`src/rtl/alu_arbiter.sv`:
```
// Round-robin arbiter sharing one 32-bit ALU between two requesters; optional ALU_ARB_STATS_EN adds transfer counters.
// Latency: 1 cycle from transfer to res_valid. The result stage is one entry deep.
// Backpressure: both readies drop while a held result is not being taken; a drain and a refill can happen on the same edge.
module alu_arbiter #(
    parameter int   TAG_W   = 4,
    parameter logic RR_INIT = 1'b1
) (
    input  logic             clk,
    input  logic             rst,
    input  logic             r0_valid,
    output logic             r0_ready,
    input  logic [31:0]      r0_a,
    input  logic [31:0]      r0_b,
    input  logic [3:0]       r0_op,
    input  logic [TAG_W-1:0] r0_tag,
    input  logic             r1_valid,
    output logic             r1_ready,
    input  logic [31:0]      r1_a,
    input  logic [31:0]      r1_b,
    input  logic [3:0]       r1_op,
    input  logic [TAG_W-1:0] r1_tag,
    output logic             res_valid,
    input  logic             res_ready,
    output logic [31:0]      res_data,
    output logic             res_src,
    output logic [TAG_W-1:0] res_tag
`ifdef ALU_ARB_STATS_EN
    ,
    input  logic             stat_clr,
    output logic [15:0]      stat_grant0,
    output logic [15:0]      stat_grant1,
    output logic [15:0]      stat_conflict
`endif
);

    function automatic logic [31:0] alu(input logic [31:0] a, input logic [31:0] b,
                                        input logic [3:0] op);
        logic [31:0] r;
        case (op)
            4'b0001: r = a << b[4:0];
            4'b0010: r = a + b;
            4'b0100: r = a - b;
            4'b0101: r = {31'd0, (a < b)};
            4'b0110: r = a ^ b;
            default: r = a;
        endcase
        return r;
    endfunction

    logic             res_valid_q, res_valid_d;
    logic [31:0]      res_data_q, res_data_d;
    logic             res_src_q, res_src_d;
    logic [TAG_W-1:0] res_tag_q, res_tag_d;
    logic             last_grant_q, last_grant_d;

    logic             gnt0, gnt1, can_accept, xfer;
    logic [31:0]      sel_a, sel_b, alu_out;
    logic [3:0]       sel_op;
    logic [TAG_W-1:0] sel_tag;

    // On a tie the requester that did not win last time gets the ALU.
    assign gnt0       = r0_valid && (!r1_valid || last_grant_q);
    assign gnt1       = r1_valid && (!r0_valid || !last_grant_q);
    assign can_accept = !res_valid_q || res_ready;

    assign r0_ready = gnt0 && can_accept && !rst;
    assign r1_ready = gnt1 && can_accept && !rst;
    assign xfer     = (r0_valid && r0_ready) || (r1_valid && r1_ready);

    assign sel_a   = gnt1 ? r1_a   : r0_a;
    assign sel_b   = gnt1 ? r1_b   : r0_b;
    assign sel_op  = gnt1 ? r1_op  : r0_op;
    assign sel_tag = gnt1 ? r1_tag : r0_tag;
    assign alu_out = alu(sel_a, sel_b, sel_op);

    always_comb begin
        res_valid_d  = res_valid_q;
        res_data_d   = res_data_q;
        res_src_d    = res_src_q;
        res_tag_d    = res_tag_q;
        last_grant_d = last_grant_q;
        if (xfer) begin
            res_valid_d  = 1'b1;
            res_data_d   = alu_out;
            res_src_d    = gnt1;
            res_tag_d    = sel_tag;
            last_grant_d = gnt1;
        end else if (res_ready) begin
            res_valid_d  = 1'b0;
        end
    end

    always_ff @(posedge clk or posedge rst) begin
        if (rst) begin
            res_valid_q  <= 1'b0;
            res_data_q   <= 32'd0;
            res_src_q    <= 1'b0;
            res_tag_q    <= '0;
            last_grant_q <= RR_INIT;
        end else begin
            res_valid_q  <= res_valid_d;
            res_data_q   <= res_data_d;
            res_src_q    <= res_src_d;
            res_tag_q    <= res_tag_d;
            last_grant_q <= last_grant_d;
        end
    end

    assign res_valid = res_valid_q;
    assign res_data  = res_data_q;
    assign res_src   = res_src_q;
    assign res_tag   = res_tag_q;

`ifdef ALU_ARB_STATS_EN
    function automatic logic [15:0] sat_inc(input logic [15:0] v, input logic en);
        return (en && (v != 16'hFFFF)) ? v + 16'd1 : v;
    endfunction

    logic [15:0] stat_grant0_q, stat_grant0_d;
    logic [15:0] stat_grant1_q, stat_grant1_d;
    logic [15:0] stat_conflict_q, stat_conflict_d;

    // Clear takes priority over any event counted in the same cycle.
    always_comb begin
        stat_grant0_d   = sat_inc(stat_grant0_q, r0_valid && r0_ready);
        stat_grant1_d   = sat_inc(stat_grant1_q, r1_valid && r1_ready);
        stat_conflict_d = sat_inc(stat_conflict_q, r0_valid && r1_valid && xfer);
        if (stat_clr) begin
            stat_grant0_d   = 16'd0;
            stat_grant1_d   = 16'd0;
            stat_conflict_d = 16'd0;
        end
    end

    always_ff @(posedge clk or posedge rst) begin
        if (rst) begin
            stat_grant0_q   <= 16'd0;
            stat_grant1_q   <= 16'd0;
            stat_conflict_q <= 16'd0;
        end else begin
            stat_grant0_q   <= stat_grant0_d;
            stat_grant1_q   <= stat_grant1_d;
            stat_conflict_q <= stat_conflict_d;
        end
    end

    assign stat_grant0   = stat_grant0_q;
    assign stat_grant1   = stat_grant1_q;
    assign stat_conflict = stat_conflict_q;
`endif

endmodule

```
`config.mk`:
```
export PLATFORM = sky130hd
export DESIGN_NAME = alu_arbiter
export DESIGN_NICKNAME = d
export VERILOG_FILES = /design/src/rtl/alu_arbiter.sv
export SDC_FILE = /design/constraint.sdc
export NUM_CORES = 1
export LEC_CHECK = 0
export CORE_MARGIN = 2
export CORE_UTILIZATION = 40
export DETAILED_ROUTE_END_ITERATION = 8
export HOLD_SLACK_MARGIN = 0.05
export PLACE_DENSITY = 0.63
export RECOVER_POWER = 100
export SYNTH_ARGS = -nofsm -noshare
export SYNTH_HDL_FRONTEND = slang
export SYNTH_SLANG_ARGS = --single-unit
```
`constraint.sdc`:
```
create_clock -name clk -period 8.8 [get_ports clk]
set_clock_uncertainty 0.2 [all_clocks]
set_input_delay 2.64 -clock clk [delete_from_list [all_inputs] [get_ports clk]]
set_output_delay 2.64 -clock clk [all_outputs]
set_load 0.005 [all_outputs]
```
==> impl_metrics.tcl, run 1 <==
set metrics [dict create \
    status "complete, but fails checks" \
    failed_checks "capacitance limit, slew limit" \
    synth_cell_types 89 \
    path_cells "dlygate4sd3_1 -> a21bo_4 -> clkbuf_1 -> and2_0 -> a21oi_2 -> buf_4 -> inv_1 -> ha_1 -> o211a_1 -> o31ai_1 -> a2bb2oi_1 -> a211o_1 -> a31o_2 -> a21o_1 -> mux2i_1 -> a21oi_1 -> o21ai_0 -> nand2_1" \
    rsz0062_at_grt "no" \
    syn_nets 1607 \
    syn2layout_area_growth_pct 23.3 \
    start_util_pct 40.8 \
    grt_overflow 0 \
    mostFrequentLayoutCell "nand2_1" \
    cts_setup_buffers 0 \
    cts-root-buf "clkbuf_16" \
    startpoint_type "input pin" \
    ios 189 \
    first_pass_iters 5 \
    dpl-instance-area_um2 11300 \
    hold_viol_final 0 \
    path_depth 18 \
    cts_made_buffers 5 \
    drc 0 \
    postCtsResizedCells 0 \
    path_class "in2reg" \
    clkTransAtPathRegs_ps 70 \
    synthCells 1396 \
    cts-htree-levels 2 \
    drtIter0Drc 1119 \
    cts_hold_buf 0 \
    fp.dieH_um 156 \
    rows 55 \
    fin_tns_setup_ps 0 \
    cts_tree "yes" \
    clk_latency_ps 300 \
    worst_pin_slew_ps 2500 \
    rrSetupSlack_ps 3420 \
    arrival_ps 7870 \
    cp.required_ps 8780 \
    hold_depth 2 \
    design.die.area_um2 24400 \
    async_flop_share_pct 100 \
    path_max_fanout 46 \
    drive_gt1_share_pct 4.94 \
    core_area_um2 22700 \
    slowest_stage "dlygate4sd3_1" \
    routed_wirelength_um 41000 \
    slew-limit-headroom_pct -66.9 \
    worst-path-buf-inv 4 \
    yosys_warnings 0 \
    p_leak_nw 5.03 \
    ant_nets 0 \
    grt_max_degree 77 \
    die_width_um 156 \
    vdd_drop_max_mv 0.0615 \
    diodes 0 \
    synth_area_um2 9270 \
    setup_violations 0 \
    gp_congestion 0.991 \
    vias 11248 \
    r2r_cells 17 \
    synth_seq_cells 39 \
    track_usage_pct 33.1 \
    clock-sinks 39 \
    hp-class "reg2reg" \
    io_buffers 188 \
    wl_per_cell_um 22.8 \
    antenna_found_initial 0 \
    clock.fmax_mhz 127 \
    seq_area_frac_synth_pct 10.5 \
    clockBufferDepth 2 \
    cpLargestDelayFamily "compound AO/OA/AOI/OAI gates" \
    critPathCaptureType "flop" \
    power_density_nw_per_um2 147 \
    final_cell_mix "nand2_1, clkdlybuf4s50_1, a21oi_1, mux2i_1, o21ai_0" \
    grt_pass1_vias 10663 \
    period_share_pct 89.7 \
    avgSynthCellArea_um2 6.64 \
    grt_first_pass_wirelength_um 62800 \
    dp.final_hpwl_um 32000 \
    min_period_ps 7890 \
    ys.flop_type "dfrtp_1" \
    cpPeakStageDelay_ps 710 \
    via_per_inst 6.24 \
    nets 1728 \
    final_cell_area_um2 11400 \
    maxCapViolCount 2 \
    synth_edf_count 0 \
    slew_violations 74 \
]
sequential cells by signal (all words and copies together), names as in the netlist:
name,flops
res_data,32
res_tag,4
last_grant_q,1
res_valid,1
res_src,1
kinds of logic (layout without fill, tap and decap cells):
| group | after synthesis | after routing | synth area share (%) |
|---|---|---|---|
| and+or+nand+nor | 536 | 536 | 25.4 |
| adders and majority gates | 62 | 62 | 8.45 |
| DFF | 39 | 39 | 10.5 |
| muxes | 125 | 125 | 14.1 |
| AOI/OAI and AO/OA | 449 | 449 | 32.4 |
| buffers and inverters | 170 | 292 | 7.68 |
| xor gates and xnor gates | 15 | 15 | 1.42 |
metrics by stage:
stage                     utilization (%)  setup slack (ps)  power [mW]  cells  hold WS, ps
final                                50.4               906        1.68   1803          271
after global routing                 50.4               536        1.79   1803          312
after CTS                            50.4              1120        1.68   1803          275
after detailed placement             49.6              1080        1.41   1795          260
after global placement               49.6              1160        1.41   1795          260
after floorplan                         -              1400       0.982   1396          263
final timing paths:
kind / startpoint / end
max in group asynchronous: rst / res_data[0]
hold / removal: res_data[18] / res_data[18]
hold reg to reg: res_data[18] / res_data[18]
setup reg to reg: last_grant_q / res_data[18]
setup / recovery: r0_valid / res_data[18]
min in group asynchronous: rst / res_valid
where the power goes:
part           leakage, nW  switching [mW]  internal [mW]
Sequential           0.457          0.0285          0.224
Combinational         4.48           0.716          0.451
Clock               0.0911          0.0951          0.163
Total                 5.03           0.840          0.839
cell usage after synthesis (4+ instances only):
cell type | instances | area share (%)
a2111oi_0 | 5 | 0.47
a211oi_1 | 21 | 1.7
a21o_1 | 21 | 1.7
a21oi_1 | 117 | 6.3
a221o_1 | 10 | 1.1
a221oi_1 | 18 | 1.7
a31oi_1 | 24 | 1.6
a32oi_1 | 4 | 0.38
and2_1 | 5 | 0.34
and3_1 | 7 | 0.47
buf_1 | 7 | 0.28
buf_2 | 22 | 1.2
clkbuf_1 | 60 | 2.4
dfrtp_1 | 38 | 10
ha_1 | 61 | 8.2
inv_1 | 73 | 3.0
mux2_2 | 20 | 2.4
mux2i_1 | 102 | 11
nand2_1 | 297 | 12
nand2b_1 | 7 | 0.47
nand3_1 | 23 | 1.2
nand4_1 | 6 | 0.40
nor2_1 | 93 | 3.8
nor2b_1 | 20 | 1.3
nor3_1 | 30 | 1.6
nor4_1 | 15 | 1.0
o211ai_1 | 19 | 1.5
o21a_1 | 11 | 0.89
o21ai_0 | 100 | 5.4
o21ai_1 | 4 | 0.22
o21bai_1 | 11 | 0.89
o221ai_1 | 15 | 1.4
o22ai_1 | 7 | 0.47
o31a_1 | 6 | 0.57
o31ai_1 | 11 | 0.89
or2_2 | 5 | 0.34
or3_1 | 10 | 0.67
xnor2_1 | 13 | 1.2
per-layer routing:
layer | up-vias | GRT usage (%) | part of all wire (%)
li1 | 5321 | - | -
met1 | 5178 | 42.2 | 41
met2 | 618 | 53.8 | 44
met3 | 131 | 4.43 | 7.6
met4 | 0 | 18.3 | 6.6
met5 | - | 0 | 0
cell type report:
type | instances | area [µm²]
fillers | 2356 | 11300
well taps | 285 | 357
multi-input cells | 1187 | 7600
inverters | 75 | 282
clock buffers | 6 | 129
clock inverters | 2 | 60.1
flip-flops and latches | 39 | 977
repair buffers | 209 | 2030
worst min-delay path, delay by kind of cell, from the launching register on:
family / cells / cell delay, ps
flip-flops: 1 / 350
AND/OR/NAND/NOR: 2 / 100
Note: power is estimated with default switching activity, not from simulation.
==> run 2: changes to the inputs <==
SKIP_CTS_REPAIR_TIMING = 1   (was unset)
clock period = 8.75 ns   (was 8.8 ns; I/O delays follow)
==> run 2 against run 1 <==
Net effect: the flow still finishes with violations (capacitance limit, slew limit); sequential share of layout area hardly changed; count of clock-buffer cells in the layout stayed put; first-iteration DRC count is 3.0% lower; critical path depth is 4 lower; largest cell class unchanged.
==> impl_metrics.tcl, run 2 (synthesized netlist as in run 1, its figures left out) <==
set metrics [dict create \
    status "complete, but fails checks" \
    failed_checks "capacitance limit, slew limit" \
    min_to "res_data[18]" \
    grt_first_pass_wirelength_um 62200 \
    worstReg2RegEnd "res_data[29]" \
    rows 55 \
    grt_util_met3_pct 4.79 \
    r2r_cells 13 \
    rsz0062_at_grt "no" \
    arrival_ps 7720 \
    largest_reg_flops 32 \
    grtUsageMet2_pct 52.8 \
    cts_tree "yes" \
    total_power_mw 1.66 \
    mostFrequentLayoutCell "nand2_1" \
    slew-limit-headroom_pct -69.0 \
    gp_congestion 0.983 \
    path_cells "dlygate4sd3_1 -> a21bo_4 -> mux2_1 -> ha_1 -> nor2_1 -> nor3_1 -> o311ai_2 -> a31oi_1 -> nor2_1 -> o41ai_4 -> o221ai_1 -> and4_1 -> nor4_1 -> nor4_2" \
    design.die.area_um2 24400 \
    slew_violations 74 \
    min_period_ps 7740 \
    dp_cells 1795 \
    start_util_pct 40.8 \
    path_class "in2reg" \
    cpPeakStageDelay_ps 700 \
    cpLargestDelayFamily "compound AO/OA/AOI/OAI gates" \
    cts_made_buffers 5 \
    power_density_nw_per_um2 146 \
    worst_pin_slew_ps 2530 \
    cpMostUsedCell "nor2_1" \
    fp.dieH_um 156 \
    wl_per_cell_um 22.7 \
    core_area_um2 22700 \
    gr-usage-met1_pct 41.8 \
    antenna_found_initial 1 \
    rrSetupSlack_ps 3450 \
    syn2layout_area_growth_pct 22.9 \
    drive_gt1_share_pct 4.74 \
    grt_overflow 0 \
    ant_nets 0 \
    critPathCaptureType "flop" \
    io_buffers 188 \
    drc 0 \
    grt_pass1_vias 10570 \
    cts-htree-levels 2 \
    grt_max_degree 114 \
    reg2reg_from "last_grant_q" \
    p_leak_nw 5.01 \
    vdd_drop_max_mv 0.0665 \
    nets 1728 \
    routed_wirelength_um 41000 \
    slowest_stage "mux2_1" \
    dp.final_hpwl_um 32000 \
    hold_viol_final 0 \
    die_width_um 156 \
    clk_latency_ps 300 \
    track_usage_pct 32.7 \
    fin_tns_setup_ps 0 \
    vias 11217 \
    drtIter0Drc 1085 \
    hold_depth 2 \
    cts-root-buf "clkbuf_16" \
    period_share_pct 88.5 \
    first_pass_iters 6 \
    clock-sinks 39 \
    setup_violations 0 \
    stdcell_count 1804 \
    path_max_fanout 28 \
    clkTransAtPathRegs_ps 70 \
    cp.required_ps 8730 \
    hp-class "reg2reg" \
    clock.fmax_mhz 129 \
    ios 189 \
    maxCapViolCount 2 \
    clockBufferDepth 2 \
    final_cell_mix "nand2_1, clkdlybuf4s50_1, a21oi_1, mux2i_1, o21ai_0" \
    worst-path-buf-inv 1 \
    via_per_inst 6.22 \
    fillers 2377 \
    min_from "res_data[18]" \
    startpoint_type "input pin" \
    busiest_layer "met2" \
]
## run 2: worst max-delay path by stage
stage | start | endpoint | slack, ps | cells past startpoint
6_report | r1_valid | res_data[29] | 1010 | 14
4_1_cts | r1_valid | r1_ready | 1150 | 6
2_1_floorplan | r1_valid | r1_ready | 1380 | 9
5_1_grt | r1_valid | res_data[28] | 740 | 15
3_5_place_dp | r0_valid | res_data[25] | 1080 | 16
3_3_place_gp | r0_valid | res_data[25] | 1040 | 16
## run 2: metrics by stage
step | utilization, % | worst slack (ps) | cell area [µm²] | hold WS, ps
after global routing | 50.2 | 737 | 11400 | 287
after detailed placement | 49.6 | 1080 | 11300 | 258
after global placement | 49.6 | 1040 | 11300 | 259
after CTS | 50.4 | 1150 | 11400 | 273
final | 50.2 | 1010 | 11400 | 259
after floorplan | - | 1380 | 9270 | 263
## run 2: metal layers
| metal | up-vias | wire length (µm) |
|---|---|---|
| li1 | 5331 | - |
| met2 | 591 | 18200 |
| met3 | 107 | 3170 |
| met4 | 0 | 2640 |
| met1 | 5188 | 17000 |
| met5 | - | 0 |
## run 2: area by class of cell
type                       count  area (µm²)  share of cell area, %
multi-input combinational   1187        7570                   66.5
inverter                      75         282                   2.47
sequential                    39         977                   8.58
tap                          285         357                   3.13
antenna                        1        2.50                 0.0220
clock inverter                 2        35.0                  0.307
clock buffer                   6         139                   1.22
timing repair buffer         209        2030                   17.8
## run 2: report_power, final
part	leakage [nW]	internal (mW)	switching, mW
Clock	0.0869	0.142	0.0921
Sequential	0.457	0.226	0.0283
Combinational	4.47	0.453	0.716
## run 2: tightest hold or removal path, delay by kind of cell (launching register included)
kind,cells,cell delay [ps]
DFF,1,340
and+or+nand+nor,2,100
